`src/rtl/mips_pkg.sv`:
```
// Shared core types and widths.
// Register-file write port arbitration state lives here.
package mips_pkg;

  localparam int REG_ADDR_W = 5;
  localparam int DATA_W     = 32;

  typedef enum logic {
    NORMAL = 1'b0,
    FORCE  = 1'b1
  } wb_arb_state_t;

endpackage

```
`src/rtl/wb_sync_fifo.sv`:
```
// Small synchronous FIFO holding pending mul/div results.
// Caller never pushes when full nor pops when empty.
module wb_sync_fifo #(
  parameter int WIDTH = 37,
  parameter int DEPTH = 2,
  localparam int AW = $clog2(DEPTH),
  localparam int CW = AW + 1
) (
  input  logic             clk,
  input  logic             rst_n,
  input  logic             i_push,
  input  logic             i_pop,
  input  logic [WIDTH-1:0] i_data,
  output logic [WIDTH-1:0] o_data,
  output logic [CW-1:0]    o_count,
  output logic             o_full,
  output logic             o_empty
);

  logic [WIDTH-1:0] r_mem [DEPTH];
  logic [AW-1:0]    r_wptr;
  logic [AW-1:0]    r_rptr;
  logic [CW-1:0]    r_count;

  // Storage write and pointer advance; pointers wrap naturally.
  always_ff @(posedge clk or negedge rst_n) begin
    if (!rst_n) begin
      for (int i = 0; i < DEPTH; i++) begin
        r_mem[i] <= '0;
      end
      r_wptr <= '0;
      r_rptr <= '0;
    end else begin
      if (i_push) begin
        r_mem[r_wptr] <= i_data;
        r_wptr        <= r_wptr + AW'(1);
      end
      if (i_pop) begin
        r_rptr <= r_rptr + AW'(1);
      end
    end
  end

  // Occupancy tracks push/pop; both together leave it unchanged.
  always_ff @(posedge clk or negedge rst_n) begin
    if (!rst_n) begin
      r_count <= '0;
    end else begin
      unique case ({i_push, i_pop})
        2'b10:   r_count <= r_count + CW'(1);
        2'b01:   r_count <= r_count - CW'(1);
        default: r_count <= r_count;
      endcase
    end
  end

  assign o_data  = r_mem[r_rptr];
  assign o_count = r_count;
  assign o_full  = (r_count == CW'(DEPTH));
  assign o_empty = (r_count == '0);

endmodule

```
`src/rtl/wb_port_arbiter.sv`:
```
// Register-file write port arbiter: pipeline (A) vs mul/div (B).
// A wins unless a queued B has lost too often; then B is forced.
module wb_port_arbiter
  import mips_pkg::*;
#(
  parameter int DATA_W       = mips_pkg::DATA_W,
  parameter int ADDR_W       = mips_pkg::REG_ADDR_W,
  parameter int FIFO_DEPTH   = 2,
  parameter int STARVE_LIMIT = 4,
  localparam int CNT_W = $clog2(FIFO_DEPTH) + 1
) (
  input  logic              clk,
  input  logic              rst_n,
  input  logic              a_valid,
  input  logic [ADDR_W-1:0] a_dest,
  input  logic [DATA_W-1:0] a_data,
  output logic              a_ready,
  input  logic              b_valid,
  input  logic [ADDR_W-1:0] b_dest,
  input  logic [DATA_W-1:0] b_data,
  output logic              b_ready,
  output logic              rf_we,
  output logic [ADDR_W-1:0] rf_waddr,
  output logic [DATA_W-1:0] rf_wdata,
  output logic [CNT_W-1:0]  b_count
);

  localparam int WCW = $clog2(STARVE_LIMIT) + 1;
  localparam int EW  = ADDR_W + DATA_W;

  wb_arb_state_t     r_state;
  wb_arb_state_t     w_next_state;
  logic [WCW-1:0]    r_wait;
  logic [WCW-1:0]    w_next_wait;
  logic              w_grant_a;
  logic              w_grant_b;
  logic              w_push;
  logic              w_full;
  logic              w_empty;
  logic [EW-1:0]     w_head;
  logic [ADDR_W-1:0] w_sel_dest;
  logic [DATA_W-1:0] w_sel_data;
  logic              r_we;
  logic [ADDR_W-1:0] r_waddr;
  logic [DATA_W-1:0] r_wdata;

  assign w_push = b_valid & b_ready;

  wb_sync_fifo #(
    .WIDTH (EW),
    .DEPTH (FIFO_DEPTH)
  ) u_bq (
    .clk     (clk),
    .rst_n   (rst_n),
    .i_push  (w_push),
    .i_pop   (w_grant_b),
    .i_data  ({b_dest, b_data}),
    .o_data  (w_head),
    .o_count (b_count),
    .o_full  (w_full),
    .o_empty (w_empty)
  );

  assign b_ready = ~w_full;
  assign a_ready = (r_state == NORMAL);

  // State and starvation counter registers.
  always_ff @(posedge clk or negedge rst_n) begin
    if (!rst_n) begin
      r_state <= NORMAL;
      r_wait  <= '0;
    end else begin
      r_state <= w_next_state;
      r_wait  <= w_next_wait;
    end
  end

  // Grant selection, starvation counting and next state.
  always_comb begin
    w_next_state = r_state;
    w_next_wait  = r_wait;
    w_grant_a    = 1'b0;
    w_grant_b    = 1'b0;
    unique case (r_state)
      NORMAL: begin
        if (a_valid) begin
          w_grant_a = 1'b1;
        end else if (!w_empty) begin
          w_grant_b = 1'b1;
        end
        if (w_empty || w_grant_b) begin
          w_next_wait = '0;
        end else begin
          w_next_wait = r_wait + WCW'(1);
          if (r_wait == WCW'(STARVE_LIMIT - 1)) begin
            w_next_state = FORCE;
          end
        end
      end
      FORCE: begin
        w_grant_b    = 1'b1;
        w_next_wait  = '0;
        w_next_state = NORMAL;
      end
      default: begin
        w_next_state = NORMAL;
        w_next_wait  = '0;
      end
    endcase
  end

  assign w_sel_dest = w_grant_a ? a_dest : w_head[EW-1:DATA_W];
  assign w_sel_data = w_grant_a ? a_data : w_head[DATA_W-1:0];

  // Registered write port; r0 is never written.
  always_ff @(posedge clk or negedge rst_n) begin
    if (!rst_n) begin
      r_we    <= 1'b0;
      r_waddr <= '0;
      r_wdata <= '0;
    end else if (w_grant_a || w_grant_b) begin
      r_we    <= (w_sel_dest != '0);
      r_waddr <= w_sel_dest;
      r_wdata <= w_sel_data;
    end else begin
      r_we <= 1'b0;
    end
  end

  assign rf_we    = r_we;
  assign rf_waddr = r_waddr;
  assign rf_wdata = r_wdata;

endmodule

```
`config.mk`:
```
export PLATFORM = sky130hd
export DESIGN_NAME = wb_port_arbiter
export DESIGN_NICKNAME = d
export VERILOG_FILES = /design/src/rtl/mips_pkg.sv /design/src/rtl/wb_sync_fifo.sv /design/src/rtl/wb_port_arbiter.sv
export SDC_FILE = /design/constraint.sdc
export NUM_CORES = 1
export LEC_CHECK = 0
export CAP_MARGIN = 20
export CORE_ASPECT_RATIO = 0.7
export CORE_MARGIN = 3
export CORE_UTILIZATION = 30
export CTS_CLUSTER_SIZE = 16
export DETAILED_ROUTE_END_ITERATION = 7
export HOLD_SLACK_MARGIN = 0.12
export PLACE_DENSITY = 0.61
export SETUP_SLACK_MARGIN = 0.02
export SYNTH_ARGS = -nofsm -noshare
export SYNTH_HDL_FRONTEND = slang
export SYNTH_HIERARCHICAL = 1
export SYNTH_SLANG_ARGS = --single-unit
```
`constraint.sdc`:
```
create_clock -name clk -period 4.08 [get_ports clk]
set_input_delay 0.612 -clock clk [delete_from_list [all_inputs] [get_ports clk]]
set_output_delay 0.612 -clock clk [all_outputs]
set_load 0.02 [all_outputs]
```
Word level (Yosys, flattened, before mapping)
Index checks and enable logic that the tools add are counted.
{ "word_totals": {"register_bits": 120, "inputBits": 78, "out_inout_bits": 42, "word_cells": 54} }
{ "op_classes": {"n_addsub": 5, "order_cmp": 3, "eq_ne": 4, "n_mux": 21, "n_bitwise": 5, "reduce_logical": 6} }
{ "op_table": {"columns": ["cell", "n"], "rows": [
  ["two-way mux 37 bit", 4],
  ["bitwise mux 74 bit", 1],
  ["demux 37 bit (select 1 bit)", 1],
  ["two-way mux 32 bit", 1],
  ["two-way mux 1 bit", 8],
  ["case mux 3 bit (2 select lines)", 1],
  ["two-way mux 5 bit", 1],
  ["nonzero test 5 bit", 1],
  ["== test 2 bit (second input constant)", 2],
  [">= comparator 2 bit (second input constant)", 2],
  ["inverter 1 -> 2 bit", 2],
  ["case mux 1 bit (2 select lines)", 2],
  ["case mux 2 bit (2 select lines)", 1],
  ["adder 3 x 1 -> 3 bit (second input constant)", 1],
  ["== test 3 x 2 -> 1 bit (second input constant)", 1],
  ["two-way mux 3 bit", 1],
  ["adder 1 bit (second input constant)", 2],
  ["adder 2 x 1 -> 2 bit (second input constant)", 1],
  ["== test 2 x 1 -> 1 bit (second input constant)", 1],
  ["zero test 2 bit", 1],
  ["logical OR 1 bit", 2],
  ["less-than comparator 2 x 1 -> 1 bit (second input constant)", 1],
  ["inverter 1 bit", 2],
  ["nonzero test 2 bit", 1],
  ["3 further kinds", 3]
]} }

Logic depth before layout (Yosys ltp)
Gate-level depths: netlist (run 1).
{ "logic_depth": {"depth_word": 7, "mapped_depth": 7} }

By module
The synthesis (run 1) kept the hierarchy.
{ "by_module_without_submodules": {"columns": ["mod", "n_inst", "cells_per_inst", "area_per_inst_um2", "seq_area_each_um2"], "rows": [
  ["wb_sync_fifo", 1, 211, 3399.5, 1951.9],
  ["wb_port_arbiter", 1, 184, 1988.2, 1051.0]
]} }

Worst setup path before layout (run 1)
Ideal clock, no wire load.
{ "synth_timing": {"kind": "register to register", "start": "register u_bq.r_count[1] (netlist: u_bq/o_count[1])", "end": "register u_bq/r_mem[37] in the netlist's numbering", "arrival_time_ns": 1.729, "setup_slack_ns": 2.226, "stages_incl_launch_ff": 7, "synth_period_minus_slack_ns": 1.854, "cell_sequence": "dfrtp_1 nor2b_1 nor2b_1 inv_1 nor2_4 buf_8 mux2_2"} }
{ "synth_between": {"elab_chain_cells": 3} }
{ "synth_rtl": {"columns": ["element", "line_no", "source"], "rows": [
  ["from (decl)", "wb_sync_fifo.sv:23", "logic [CW-1:0] r_count;"],
  ["from (signal assigned)", "wb_sync_fifo.sv:50", "2'b10: r_count <= r_count + CW'(1);"],
  ["from (signal assigned)", "wb_sync_fifo.sv:51", "2'b01: r_count <= r_count - CW'(1);"],
  ["from (signal assigned)", "wb_sync_fifo.sv:52", "default: r_count <= r_count;"],
  ["== test 2 bit", "wb_sync_fifo.sv:59", "assign o_full = (r_count == CW'(DEPTH));"],
  ["net w_full", "wb_port_arbiter.sv:38", "logic w_full;"],
  ["inverter 1 bit", "wb_port_arbiter.sv:64", "assign b_ready = ~w_full;"],
  ["bitwise AND 1 bit", "wb_port_arbiter.sv:47", "assign w_push = b_valid & b_ready;"],
  ["net w_push", "wb_port_arbiter.sv:37", "logic w_push;"],
  ["to (signal, indexed assignment)", "wb_sync_fifo.sv:35", "r_mem[r_wptr] <= i_data;"],
  ["to (decl)", "wb_sync_fifo.sv:20", "logic [WIDTH-1:0] r_mem [DEPTH];"]
]} }
The timed path passes the listed nets, and every way through them passes these cells.
A chain may end at the register's enable or synchronous reset.

Final worst setup path (run 1)
{ "layout_timing": {"start": "register u_bq.r_count[1] (netlist: u_bq/o_count[1])", "end": "output port b_ready"} }
{ "layout_between": {"elab_chain_cells": 2} }
{ "layout_rtl": {"columns": ["element", "line_no", "source"], "rows": [
  ["== test 2 bit", "wb_sync_fifo.sv:59", null],
  ["net w_full", "wb_port_arbiter.sv:38", null],
  ["inverter 1 bit", "wb_port_arbiter.sv:64", null],
  ["to (decl)", "wb_port_arbiter.sv:21", "output logic b_ready,"]
]} }
The timed path passes the listed nets, and every way through them passes these cells.

==> out/qor.yml, run 1 <==
start_util_pct: 31.0
cp.required_ns: 3.47
yosysMostFrequentCell: "dfrtp_1"
avgRoutedWirePerCell_um: 16.8
finalSetupTns_ns: 0
portBuffers: 119
ir_drop_v: 0.000356
clkSinkCount: 120
syn_area_sq_um: 5390
power_density_nw_per_um2: 824
critPathKind: "flop to output port"
drv_cap: 0
drcViolationCount: 0
ys.flop_type: "dfrtp_1"
cts_tree: "built"
yosys_warnings: 6
postSynthCellCount: 395
ant_nets: 0
cts_buffers: 17
finalCriticalPeriod_ns: 2.26
die-area_sq_um: 19600
avgSynthCellArea_sq_um: 13.6
critPathSlowestCell: "clkdlybuf4s50_1"
gr-total-overflow: 0
postCtsSetupRepairBufs: 0
drt_iter0_markers: 154
top_level_ports: 120
die_w_um: 166
rsz0062_at_grt: "no"
die_height_um: 118
ys_top_cells_by_count: "dfrtp_1 (120), mux2_2 (109), mux2i_1 (37), nand2_1 (37), o21ai_1 (30)"
p_leak_uw: 0.00308
synth_edf_count: 0
synthArstFlopShare_pct: 100
viasPerCell: 4.54
grt_pass1_vias: 3943
clk_path_buf_depth: 2
ys_top_cells_by_area: "dfrtp_1 (56%), mux2_2 (23%), mux2i_1 (6.9%)"
finalCritPeriodShare_pct: 55.3
worstSkewPairLatency_ns: 0.41
grt_first_pass_wirelength_um: 21100
relSlewSlack_pct: 30.5
path_clk_slew_ns: 0.06
slew_viol_final: 0
vias: 3455
cpPeakStageDelay_ns: 0.60
synth_largest_area_cell: "dfrtp_1"
fin_skew_ns: 0.00807
antenna_found_initial: 1
synth_cell_type_count: 28
ys_seq_area_share_pct: 55.7
startpoint_type: "flop"
layout-drive-gt1-share_pct: 29.1
cts_max_level: 4
wl_um: 12800
place_congestion: 0.725
setup_viol: 0
finalPower_uw: 6070
rows: 40
firstDrtPassIters: 4
synth_nets: 476
min_path_type: "input port to async pin"
arrival_ns: 1.65
timing.hold.ws_ns: 0.321
area_growth_pct: 36.7
finalNetCount: 598
synth_seq_cells: 120
hold_violations: 0
dpl.hpwl_um: 8810
cts_resized: 0
worstPathCellList: "nor2b_1 > inv_1 > clkdlybuf4s50_1"
crit_fanout: 4
synth_top_area_share_pct: 55.7
status: "finished, final reports clean"
grt_max_degree: 70
reg2regPathDepth: 4
postCtsHoldBufs: 0
worst_pin_slew_ns: 1.04
end_kind: "output port"
grt_util_all_layers_pct: 13.8
max_freq_ghz: 0.443
core_sq_um: 17400
diodes: 0
cts-root-buf: "clkbuf_16"
## metrics by stage
| stage | cells | setup WS (ns) | util, % | cell area (sq um) |
|---|---|---|---|---|
| finish | 761 | 1.82 | 42.4 | 7370 |
| floorplan | 395 | 2.23 | - | 5390 |
| detailed placement | 729 | 1.40 | 38.7 | 6710 |
| global route | 761 | 1.74 | 42.4 | 7370 |
| global placement | 729 | 1.47 | 38.7 | 6710 |
| CTS | 761 | 1.79 | 42.4 | 7370 |
## layer usage
layer  vias up  GRT usage [%]  wire [um]  part of all wire, %
met5         -              0         13                 0.10
met2        85           21.4       5860                   46
met3        17           5.54        831                  6.5
li1       1642              -          -                    -
met1      1709           17.4       5910                   46
met4         2           4.88        183                  1.4
## final cells by class
| cell class | instances | area [sq um] |
|---|---|---|
| fill | 1596 | 10000 |
| sequential | 120 | 3000 |
| multi-input combinational | 248 | 2150 |
| timing repair buffer | 126 | 1250 |
| clock buffer | 19 | 453 |
| tap | 231 | 289 |
| clock inverter | 13 | 200 |
| inverter | 4 | 15.0 |
## cells by family after synthesis
group	Yosys count	synth area share, %
flip-flops	120	55.7
AO/OA/AOI/OAI	39	3.67
AND/OR/NAND/NOR	53	4.53
multiplexers	148	30.1
adder cells (fa/ha/maj)	3	0.697
XOR/XNOR	5	0.813
buffers and inverters	27	4.48
## final timing paths
check | slack, ns | startpoint | to
max | 1.82 | u_bq/o_count[1] | b_ready
min | 0.32 | rst_n | rf_wdata[15]
max reg2reg | 1.94 | u_bq/o_count[1] | u_bq/r_mem[26]
min reg2reg | 0.44 | r_wait[0] | r_wait[0]
max in group asynchronous | 2.92 | rst_n | u_bq/r_mem[16]
min in group clk | 0.44 | r_wait[0] | r_wait[0]
## power breakdown
group	switching (uW)	total, uW	leakage, uW	internal, uW
Combinational	993	2260	0.00133	1270
Clock	536	1650	0.000322	1110
Sequential	361	2160	0.00142	1800
Total	1890	6070	0.00308	4180
## state kept, by name (all words and copies together) (netlist names)
register      flops
u_bq/r_rptr       1
rf_waddr          5
r_wait            3
r_state           1
u_bq/r_mem       74
rf_we             1
u_bq/r_wptr       1
u_bq/o_count      2
rf_wdata         32
## worst max-delay path: cells and delay by family (launching register included)
family        cells  cell delay [ns]
buf+inv           2             0.66
flops             1             0.42
simple gates      1             0.16
## layout by cell type (no fill, tap or decap), drive strengths merged
cell type | Yosys | routed
a211oi | 1 | 1
buf | 18 | 8
bufinv | 0 | 5
clkbuf | 5 | 19
clkdlybuf4s50 | 0 | 118
clkinv | 0 | 7
clkinvlp | 0 | 1
dfrtp | 120 | 120
ha | 3 | 3
inv | 4 | 4
mux2 | 111 | 111
mux2i | 37 | 37
nand2 | 38 | 38
nand2b | 1 | 1
nor2 | 3 | 3
nor2b | 2 | 2
nor3 | 4 | 4
nor3b | 3 | 3
o21ai | 38 | 38
or3 | 1 | 1
or4 | 1 | 1
xnor2 | 2 | 2
xor2 | 3 | 3
Note: power is estimated with default switching activity, not from simulation.
==> run 2: changes to the inputs <==
--- a/config.mk
+++ b/config.mk
@@ -12,7 +12,7 @@
 export CTS_CLUSTER_SIZE = 16
 export DETAILED_ROUTE_END_ITERATION = 7
 export HOLD_SLACK_MARGIN = 0.12
-export PLACE_DENSITY = 0.61
+export PLACE_DENSITY = 0.63
 export SETUP_SLACK_MARGIN = 0.02
 export SYNTH_ARGS = -nofsm -noshare
 export SYNTH_HDL_FRONTEND = slang
==> constraint.sdc (replaced) <==
create_clock -name clk -period 2 [get_ports clk]
set_input_delay 0.3 -clock clk [delete_from_list [all_inputs] [get_ports clk]]
set_output_delay 0.3 -clock clk [all_outputs]
set_load 0.02 [all_outputs]
==> out/qor.yml, run 2 (synthesis gave the netlist of run 1 again) <==
status: "finished, final reports clean"
firstDrtPassIters: 4
die_w_um: 166
wl_um: 12400
most-common-layout-cells: "dfrtp_1 (119), clkdlybuf4s50_1 (117), mux2_2 (109)"
drt_iter0_markers: 103
arrival_ns: 1.52
drcViolationCount: 0
layout-drive-gt1-share_pct: 29.8
postCtsSetupRepairBufs: 0
grt_pass1_vias: 3718
timing.hold.ws_ns: 0.300
place_congestion: 0.681
viasPerCell: 4.52
end_kind: "output port"
rows: 40
cts-root-buf: "clkbuf_16"
clk_path_buf_depth: 2
finalNetCount: 605
ant_nets: 0
final_common_cell: "dfrtp_1"
ir_drop_v: 0.000653
grt_util_all_layers_pct: 12.9
die-area_sq_um: 19600
gr-total-overflow: 0
start_util_pct: 31.0
die_height_um: 118
placed_cell_area_sq_um: 6850
reg2regPathDepth: 5
power_density_nw_per_um2: 1630
fin_skew_ns: 0.00843
p_leak_uw: 0.00309
relSlewSlack_pct: 66.6
path_clk_slew_ns: 0.06
final_area_sq_um: 7430
place_inst: 735
portBuffers: 119
worstSkewPairLatency_ns: 0.41
drv_cap: 0
finalCritPeriodShare_pct: 90.9
critPathKind: "flop to output port"
cts_max_level: 4
cts_buffers: 17
finalNonFillerCells: 768
largest_reg_flops: 74
hold_violations: 0
core_sq_um: 17400
startpoint_type: "flop"
r2r_slack_ns: 0.31
top_level_ports: 120
finalSetupTns_ns: 0
finalCriticalPeriod_ns: 1.82
max_freq_ghz: 0.550
min_path_type: "input port to async pin"
worst_pin_slew_ns: 0.495
crit_fanout: 3
rsz0062_at_grt: "no"
clkSinkCount: 120
regMostFlops: "u_bq/r_mem"
grt_first_pass_wirelength_um: 20000
slew_viol_final: 0
antenna_found_initial: 0
cp.required_ns: 1.70
area_growth_pct: 37.9
setup_viol: 0
cts_tree: "built"
vias: 3474
grt_max_degree: 57
diodes: 0
dpl.hpwl_um: 8650
avgRoutedWirePerCell_um: 16.1
-- run 2: final cells by class --
| type | count | area, sq um |
|---|---|---|
| Timing Repair Buffer | 133 | 1400 |
| Multi-Input combinational cell | 248 | 2150 |
| Fill cell | 1570 | 9940 |
| Tap cell | 231 | 289 |
| Clock buffer | 17 | 425 |
| Inverter | 4 | 15.0 |
| Clock inverter | 15 | 144 |
| Sequential cell | 120 | 3000 |
-- run 2: path summary, 6_finish.rpt --
check | from | endpoint
max | r_state | a_ready
min | rst_n | u_bq/r_mem[14]
max reg2reg | u_bq/o_count[0] | u_bq/o_count[1]
min reg2reg | r_wait[0] | r_wait[0]
max in group asynchronous | rst_n | u_bq/r_mem[72]
min in group clk | r_wait[0] | r_wait[0]
-- run 2: per-layer routing --
layer	up-vias	GRT usage [%]	routed length, um	share of wire, %
met5	-	0	0	0
met4	0	3.90	89	0.72
met3	8	4.63	715	5.8
met2	77	21.2	6020	49
met1	1734	16.0	5560	45
li1	1655	-	-	-
-- run 2: stage by stage --
stage | util [%] | power, uW | setup WS, ns
2_1_floorplan | - | 7450 | 0.146
3_3_place_gp | 39.4 | 9080 | 0.00624
3_5_place_dp | 39.4 | 9300 | -0.0543
4_1_cts | 42.8 | 12300 | 0.0437
5_1_grt | 42.8 | 12800 | 0.112
6_report | 42.8 | 12100 | 0.182
-- run 2: timing repair --
action                                  in CTS  in global routing
gates resized for setup                      0                  1
endpoints found under the setup margin       0                  1
hold buffers                                 1                  0
hold endpoints to repair                   120                  0
-- run 2: worst max-delay path, stage by stage, from the launching register on --
cell and delay, ns:
dfrtp_1 0.42, inv_1 0.09, clkdlybuf4s50_1 0.60
-- run 2: power by group --
part / switching, uW / internal (uW) / leakage [uW]
clock network: 1190 / 1730 / 0.000273
registers: 655 / 3670 / 0.00142
logic: 2110 / 2720 / 0.00140
total: 3960 / 8120 / 0.00309
==> run 3: changes to the inputs <==
--- a/config.mk
+++ b/config.mk
@@ -8,11 +8,11 @@
 export CAP_MARGIN = 20
 export CORE_ASPECT_RATIO = 0.7
 export CORE_MARGIN = 3
-export CORE_UTILIZATION = 30
+export CORE_UTILIZATION = 46
 export CTS_CLUSTER_SIZE = 16
 export DETAILED_ROUTE_END_ITERATION = 7
 export HOLD_SLACK_MARGIN = 0.12
-export PLACE_DENSITY = 0.63
+export PLACE_DENSITY = 0.87
 export SETUP_SLACK_MARGIN = 0.02
 export SYNTH_ARGS = -nofsm -noshare
 export SYNTH_HDL_FRONTEND = slang
==> out/qor.yml, run 3 (synthesis gave the netlist of run 1 again) <==
status: "finished, final reports clean"
ir_drop_v: 0.000950
startpoint_type: "flop"
wl_um: 11900
cts_tree: "built"
grt_first_pass_wirelength_um: 19400
antenna_found_initial: 1
clkSinkCount: 120
regMostFlops: "u_bq/r_mem"
grt_util_all_layers_pct: 19.2
cts_max_level: 4
die_w_um: 135
p_leak_uw: 0.00311
core_sq_um: 11200
avgRoutedWirePerCell_um: 17.2
area_growth_pct: 36.6
die_height_um: 96.5
critPathKind: "flop to output port"
relSlewSlack_pct: 63.5
rsz0062_at_grt: "no"
rows: 32
finalCriticalPeriod_ns: 1.79
finalSetupTns_ns: 0
drv_cap: 0
regArea_sq_um: 3000
portBuffers: 119
vias: 3497
cts_buffers: 17
dpl.hpwl_um: 7930
grt_max_degree: 76
regToRegEndpoint: "u_bq/o_count[1]"
holdPathStages: 1
max_freq_ghz: 0.560
path_clk_slew_ns: 0.05
gr-total-overflow: 0
drt_iter0_markers: 140
viasPerCell: 5.08
hold_violations: 0
setup_viol: 0
largest_reg_flops: 74
cts-root-buf: "clkbuf_16"
fin_skew_ns: 0.00699
worst_pin_slew_ns: 0.547
holdPathEnd: "r_wait[0]"
finalCritPeriodShare_pct: 89.3
layout-drive-gt1-share_pct: 29.0
crit_fanout: 3
postCtsSetupRepairBufs: 0
fillCellCount: 831
die-area_sq_um: 13100
worstSkewPairLatency_ns: 0.40
multi_input_area_sq_um: 2150
reg2regPathDepth: 5
arrival_ns: 1.49
top_level_ports: 120
firstDrtPassIters: 4
hp-start: "r_wait[0]"
r2r_slack_ns: 0.28
cp.required_ns: 1.70
final_common_cell: "dfrtp_1"
slew_viol_final: 0
drcViolationCount: 0
min_path_type: "flop to flop"
place_congestion: 0.691
ant_nets: 0
grt_pass1_vias: 3899
power_density_nw_per_um2: 1670
most-common-layout-cells: "dfrtp_1 (119), clkdlybuf4s50_1 (117), mux2_2 (109)"
end_kind: "output port"
start_util_pct: 48.1
finalNetCount: 603
clk_path_buf_depth: 2
timing.hold.ws_ns: 0.444
rr_startpoint: "u_bq/o_count[0]"
run 3: worst max-delay path: stages, from the launching register on:
cell and delay [ns]:
dfrtp_1 0.41, inv_1 0.08, clkdlybuf4s50_1 0.60
run 3: timing repair:
item | in CTS | in global routing
endpoints found under the hold margin | 38 | 0
endpoints found under the setup margin | 0 | 1
gates resized for setup | 0 | 1
hold buffers | 1 | 0
run 3: metal layers:
metal	GRT usage [%]	up-vias	part of all wire [%]
li1	-	1645	-
met1	24.0	1749	45
met3	5.75	12	6.3
met2	32.2	91	48
met5	0	-	0
met4	6.38	0	0.99
run 3: cell type report:
type	instances	area share, %
flip-flops and latches	120	40.8
multi-input cells	248	29.2
repair buffers	131	18.8
clock buffers	24	6.68
well taps	153	2.60
clock inverters	8	1.60
inverters	4	0.204
diodes	1	0.0340
run 3: worst max-delay path by stage:
| stage | from | endpoint |
|---|---|---|
| final | r_state | a_ready |
| after global routing | u_bq/o_count[0] | u_bq/o_count[1] |
| after CTS | u_bq/o_count[1] | b_ready |
| after detailed placement | b_valid | u_bq/r_mem[40] |
| after global placement | b_valid | u_bq/r_mem[66] |
| after floorplan | u_bq/o_count[1] | u_bq/r_mem[37] |
run 3: through the flow:
stage	instance area [sq um]	power, uW	instances	setup slack, ns	utilization, %
finish	7360	12300	689	0.214	65.6
global route	7360	13000	688	0.121	65.6
CTS	7350	12400	688	0.0526	65.6
detailed placement	6730	9180	655	0.132	60.1
global placement	6730	8940	655	0.162	60.1
floorplan	5390	7450	395	0.146	-
run 3: power breakdown:
group	total [uW]	switching [uW]	leakage, uW	internal (uW)
Sequential	4330	664	0.00142	3670
Combinational	4810	2110	0.00139	2690
Clock	3120	1040	0.000300	2080
